--- src/rtl/divider_pkg.sv ---
// Shared definitions for the shift/subtract divider.
//   - state_t            : controller states (IDLE, CALC, DONE)
//   - DEFAULT_WIDTH      : default operand width
//   - DBZ_QUOTIENT_ALL   : all-ones quotient returned on divide-by-zero.
//                          It is kept wide so any WIDTH can slice it.
package divider_pkg;

  typedef enum logic [1:0] {
    IDLE = 2'd0,
    CALC = 2'd1,
    DONE = 2'd2
  } state_t;

  localparam int DEFAULT_WIDTH = 8;

  localparam logic [63:0] DBZ_QUOTIENT_ALL = '1;

endpackage

--- src/rtl/iteration_counter.sv ---
// Loadable down-counter with zero flag, used to count divider iterations.
// Ports:
//   clk, rst      : clock, asynchronous active-high reset
//   i_load        : load i_load_value (has priority over i_en)
//   i_en          : decrement by one (saturates at zero)
//   i_load_value  : value loaded on i_load
//   o_count       : current count
//   o_zero        : high when the count is zero
module iteration_counter #(
  parameter int SIZE = 4
) (
  input  logic            clk,
  input  logic            rst,
  input  logic            i_en,
  input  logic            i_load,
  input  logic [SIZE-1:0] i_load_value,
  output logic [SIZE-1:0] o_count,
  output logic            o_zero
);

  logic [SIZE-1:0] r_count;

  always_ff @(posedge clk or posedge rst) begin
    if (rst) begin
      r_count <= '0;
    end else if (i_load) begin
      r_count <= i_load_value;
    end else if (i_en && (r_count != '0)) begin
      r_count <= r_count - SIZE'(1);
    end
  end

  assign o_count = r_count;
  assign o_zero  = (r_count == '0);

endmodule

--- src/rtl/shift_sub_divider.sv ---
// Unsigned sequential restoring divider, one quotient bit per clock.
// Ports:
//   clk, rst        : clock, asynchronous active-high reset
//   start           : request, sampled only in IDLE
//   dividend/divisor: operands, captured when start is accepted
//   busy            : high in CALC and DONE
//   done            : one-cycle pulse, results valid and held afterwards
//   quotient        : result quotient (all ones on divide-by-zero)
//   remainder       : result remainder (dividend on divide-by-zero)
//   div_by_zero     : set with done when the captured divisor was zero
module shift_sub_divider
  import divider_pkg::*;
#(
  parameter int WIDTH = DEFAULT_WIDTH
) (
  input  logic             clk,
  input  logic             rst,
  input  logic             start,
  input  logic [WIDTH-1:0] dividend,
  input  logic [WIDTH-1:0] divisor,
  output logic             busy,
  output logic             done,
  output logic [WIDTH-1:0] quotient,
  output logic [WIDTH-1:0] remainder,
  output logic             div_by_zero
);

  localparam int CNT_W = $clog2(WIDTH + 1);
  localparam logic [CNT_W-1:0] ITER_COUNT = CNT_W'(WIDTH);

  state_t           r_state;
  state_t           w_state_next;
  logic [WIDTH-1:0] r_q;
  // The partial remainder always stays below the divisor, so only its low
  // WIDTH bits are stored; the extra borrow bit exists only in the
  // WIDTH+1-bit shifted/trial values below.
  logic [WIDTH-1:0] r_r;
  logic [WIDTH-1:0] r_d;
  logic             r_dbz;

  logic             w_cnt_load;
  logic             w_cnt_en;
  logic [CNT_W-1:0] w_cnt;
  logic             w_cnt_zero;
  logic [WIDTH:0]   w_r_shift;
  logic [WIDTH:0]   w_trial;

  iteration_counter #(
    .SIZE(CNT_W)
  ) u_iteration_counter (
    .clk         (clk),
    .rst         (rst),
    .i_en        (w_cnt_en),
    .i_load      (w_cnt_load),
    .i_load_value(ITER_COUNT),
    .o_count     (w_cnt),
    .o_zero      (w_cnt_zero)
  );

  // {R,Q} shifted left by one, then trial subtraction of the divisor.
  // A set MSB on the trial means the subtraction borrowed: restore.
  assign w_r_shift = {r_r, r_q[WIDTH-1]};
  assign w_trial   = w_r_shift - {1'b0, r_d};

  always_comb begin
    w_state_next = r_state;
    w_cnt_load   = 1'b0;
    w_cnt_en     = 1'b0;
    case (r_state)
      IDLE: begin
        if (start) begin
          w_cnt_load   = 1'b1;
          w_state_next = (divisor == '0) ? DONE : CALC;
        end
      end
      CALC: begin
        w_cnt_en = 1'b1;
        // Count of one means this edge runs the last iteration; the zero
        // check only guards against an unreachable stuck state.
        if ((w_cnt == CNT_W'(1)) || w_cnt_zero) begin
          w_state_next = DONE;
        end
      end
      DONE: begin
        w_state_next = IDLE;
      end
      default: begin
        w_state_next = IDLE;
      end
    endcase
  end

  always_ff @(posedge clk or posedge rst) begin
    if (rst) begin
      r_state <= IDLE;
      r_q     <= '0;
      r_r     <= '0;
      r_d     <= '0;
      r_dbz   <= 1'b0;
    end else begin
      r_state <= w_state_next;
      case (r_state)
        IDLE: begin
          if (start) begin
            r_d <= divisor;
            if (divisor == '0) begin
              r_q   <= DBZ_QUOTIENT_ALL[WIDTH-1:0];
              r_r   <= dividend;
              r_dbz <= 1'b1;
            end else begin
              r_q   <= dividend;
              r_r   <= '0;
              r_dbz <= 1'b0;
            end
          end
        end
        CALC: begin
          if (!w_trial[WIDTH]) begin
            r_r <= w_trial[WIDTH-1:0];
            r_q <= {r_q[WIDTH-2:0], 1'b1};
          end else begin
            r_r <= w_r_shift[WIDTH-1:0];
            r_q <= {r_q[WIDTH-2:0], 1'b0};
          end
        end
        default: begin
        end
      endcase
    end
  end

  assign busy        = (r_state != IDLE);
  assign done        = (r_state == DONE);
  assign quotient    = r_q;
  assign remainder   = r_r;
  assign div_by_zero = r_dbz;

endmodule
--- config.mk ---
export PLATFORM = sky130hd
export DESIGN_NAME = shift_sub_divider
export DESIGN_NICKNAME = d
export VERILOG_FILES = /design/src/rtl/divider_pkg.sv /design/src/rtl/iteration_counter.sv /design/src/rtl/shift_sub_divider.sv
export SDC_FILE = /design/constraint.sdc
export NUM_CORES = 1
export LEC_CHECK = 0
export BUFFER_PORTS_ARGS = -buffer_cell sky130_fd_sc_hd__buf_2
export CORE_MARGIN = 4
export CORE_UTILIZATION = 50
export DETAILED_ROUTE_END_ITERATION = 8
export PLACE_DENSITY = 0.83
export SETUP_SLACK_MARGIN = 0.3
export SKIP_CTS_REPAIR_TIMING = 1
export SYNTH_ARGS = -nofsm -noshare
export SYNTH_HDL_FRONTEND = slang
export SYNTH_SLANG_ARGS = --single-unit
--- constraint.sdc ---
create_clock -name clk -period 3.6 [get_ports clk]
set_input_delay 0.18 -clock clk [delete_from_list [all_inputs] [get_ports clk]]
set_output_delay 0.18 -clock clk [all_outputs]
set_load 0.02 [all_outputs]
==> metrics.md <==
| Metric | Value |
|---|---|
| Status | `completed` |
| DRT Pass-1 Iters | `4` |
| Final weighted congestion in routability-driven placement | `roughly 0.87` |
| DP Area | `between 0.002 and 0.0025 mm²` |
| Post-DRT Antenna Nets | `0` |
| Commonest non-fill, non-tap cell in the layout | `buf_2` |
| Dpl hpwl | `3.32 mm` |
| Share of total power in combinational logic | `around three fifths` |
| Mapped Area | `approximately 0.0019 mm²` |
| Chip width | `just under 70 µm` |
| Worst Min Path Start | `divisor[2]` |
| Worst Path Class, Setup | `reg -> reg` |
| Gr ovfl total | `0` |
| Layout cell share with drive strength beyond 1 | `between 20% and 30%` |
| Routed vias/inst | `~5.5` |
| Max clock buf depth | `2` |
| RSZ-0062 raised after global routing | `no` |
| Nets@finish | `between 200 and 300` |
| Met1 layer usage reported by global route | `23.4%` |
| Power share of the clock group | `a little over an eighth` |
| Ys async rst share | `100%` |
| Area Overhead vs Synth | `17.7%` |
| WP data arrival | `~3.3 ns` |
| Initial detailed-routing violation count | `100` |
| Max Fanout on Critical Path | `10` |
| Worst Max-Slew Pin Slew | `0.884 ns` |
| Sequential area share after synthesis | `41.0%` |
| Critical Path End Type | `register` |
| R2R setup slack | `approximately 0.55 ns` |
| Sw frac | `between 40% and 50%` |
| WL per Instance | `approximately 15 µm` |
| WL final | `between 4 and 5 mm` |
| Gate Count Post-Synth | `196` |
| Most frequent cells in the layout | `buf_2, dfrtp_1, nand2_1` |
| Synth Flop Type | `dfrtp_1` |
| CTS tree | `built` |
| Vias in the first global route | `between 1500 and 2000` |
| PortBufs | `37` |
| Most used routing layer | `met2` |
| Num ports | `38` |
| Post-route DRC | `0` |
| Setup_tns | `0 ns` |
| DR vias | `1576` |
| Psw | `~1.1 mW` |
| Die H | `69.5 µm` |
| CP Launch Type | `register` |
| Synth cell types | `around 40` |
| Crit path launch | `quotient[7]` |
| Total number of yosys warnings | `0` |
| Initial antenna violation count | `0` |
| Static Leak | `around 1.0 nW` |
| Clock Skew | `approximately 0.0043 ns` |
| Hold crit path type | `in -> reg` |
| Worst path required time | `~3.8 ns` |
| CTS Buf Count | `5` |
| H-tree levels | `2` |
| FF-to-FF Start | `quotient[7]` |
| Post-synth EDFFs | `0` |
| Setup violations, final | `0` |
| Fmax | `between 0.3 and 0.4 GHz` |
| Slew HR | `40.6%` |
| Global-route wire length before repair | `7.10 mm` |
| Part of the power in registers | `between 20% and 30%` |
| Final cell area excluding filler cells | `around 0.0022 mm²` |
| Rows | `22` |
| Max_cap viols | `0` |
| M3 GR Usage | `slightly above 6%` |
| Diode count | `0` |
| Synth Register Bits | `31` |
| Cell Int Power | `1.35 mW` |
| Avg Cell Area, Syn | `between 9 and 10 µm²` |
| Worst-path clk slew | `0.07 ns` |
| Final hold violations | `0` |
| Largest net degree at the start of global routing | `22` |
| Fin crit period | `a little over 3 ns` |
| Met2 usage | `a little under a third` |
| Period utilization | `84.6%` |
| Core Area | `about 0.0037 mm²` |
| Worst VDD drop | `between 0.0005 and 0.0006 V` |
| Clock sink count | `31` |
| Synthesized Nets | `between 200 and 250` |
| PwrDens | `1100 mW/mm²` |
| Clk_lat worst skew | `0.28 ns` |
| Die area | `0.00483 mm²` |
| Root Driver | `clkbuf_8` |
| Final Max Tran Viols | `0` |
| Total GRT Usage | `18.7%` |
| Initial core utilization | `approximately half` |
[cells by family (layout without fill, tap and decap cells)]
group | Yosys count | after routing | share of synthesized area, %
flip-flops | 31 | 31 | 41.0
adder cells (fa/ha/maj) | 11 | 11 | 7.68
AO/OA/AOI/OAI | 54 | 54 | 20.5
AND/OR/NAND/NOR | 57 | 57 | 13.8
buffers and inverters | 21 | 62 | 5.16
XOR/XNOR | 6 | 6 | 2.78
multiplexers | 16 | 16 | 9.13
[critical path, stage by stage, from the launching register on]
cell       delay [ns]
dfrtp_1          0.35
inv_1            0.06
ha_1             0.22
fa_1             0.40
nand2b_1         0.21
a211oi_2         0.23
mux2i_1          0.14
a2111oi_4        0.77
mux2_2           0.42
o221ai_2         0.15
[sequential cells by signal, indices dropped and copies added (netlist names)]
name	flops
u_iteration_counter.o_count	4
quotient	8
r_state	2
r_d	8
div_by_zero	1
remainder	8
[cell type report]
| type | count | area [µm²] |
|---|---|---|
| multi-input cells | 144 | 1020 |
| well taps | 48 | 60.1 |
| flip-flops and latches | 31 | 776 |
| clock buffers | 6 | 72.6 |
| clock inverters | 1 | 30.0 |
| repair buffers | 40 | 210 |
| fillers | 334 | 1440 |
| inverters | 15 | 56.3 |
[path summary, 6_finish.rpt]
kind,cells after the start,end
worst min register to register,2,quotient[7]
max in group asynchronous,4,remainder[3]
worst max register to register,9,remainder[1]
min in group asynchronous,3,u_iteration_counter.o_count[3]
worst max-delay path,9,remainder[1]
worst min-delay path,2,r_d[2]
[metal layers]
metal	vias to the layer above	share of wire, %
met5	-	0
met1	751	43
met4	0	0
met3	0	6.2
met2	38	51
li1	787	-
[metrics by stage]
step                      hold slack (ns)  setup WS (ns)  std cells  util (%)  total power [mW]
final                               0.136          0.554        285      60.8              2.46
after floorplan                     0.262          0.675        196         -              1.79
after detailed placement            0.183          0.578        277      57.7              2.12
after CTS                          -0.126          0.559        284      60.5              2.46
after global placement              0.178          0.658        277      57.7              2.07
after global routing                0.128          0.433        285      60.8              2.66
[synth_stat cells (2+ instances only)]
cell type / instances / share of area [%]
xnor2_1: 4 / 1.9
buf_2: 2 / 0.53
o21ai_0: 14 / 3.7
o21a_1: 2 / 0.79
xor2_1: 2 / 0.93
ha_1: 10 / 6.6
o22ai_1: 7 / 2.3
a221oi_1: 3 / 1.4
inv_1: 15 / 3.0
or4_1: 2 / 0.79
mux2i_1: 6 / 3.2
nor2_1: 9 / 1.8
o221ai_1: 4 / 1.9
dfrtp_1: 31 / 41
nor2b_1: 4 / 1.3
o21ai_1: 2 / 0.53
nand2_1: 28 / 5.6
nand2b_1: 3 / 0.99
mux2_2: 10 / 6.0
nor3_1: 6 / 1.6
clkbuf_1: 2 / 0.40
o221ai_2: 2 / 1.6
a21oi_1: 10 / 2.6
[power by group through the flow]
| stage | combinational (mW) | clock, mW | sequential, mW |
|---|---|---|---|
| 4_1_cts | 1.48 | 0.338 | 0.648 |
| 6_report | 1.48 | 0.331 | 0.647 |
| 5_1_grt | 1.63 | 0.355 | 0.674 |
| 2_1_floorplan | 1.07 | 0 | 0.721 |
| 3_3_place_gp | 1.42 | 0 | 0.646 |
| 3_5_place_dp | 1.46 | 0 | 0.654 |
No activity file was read; power rests on OpenSTA's default activity.
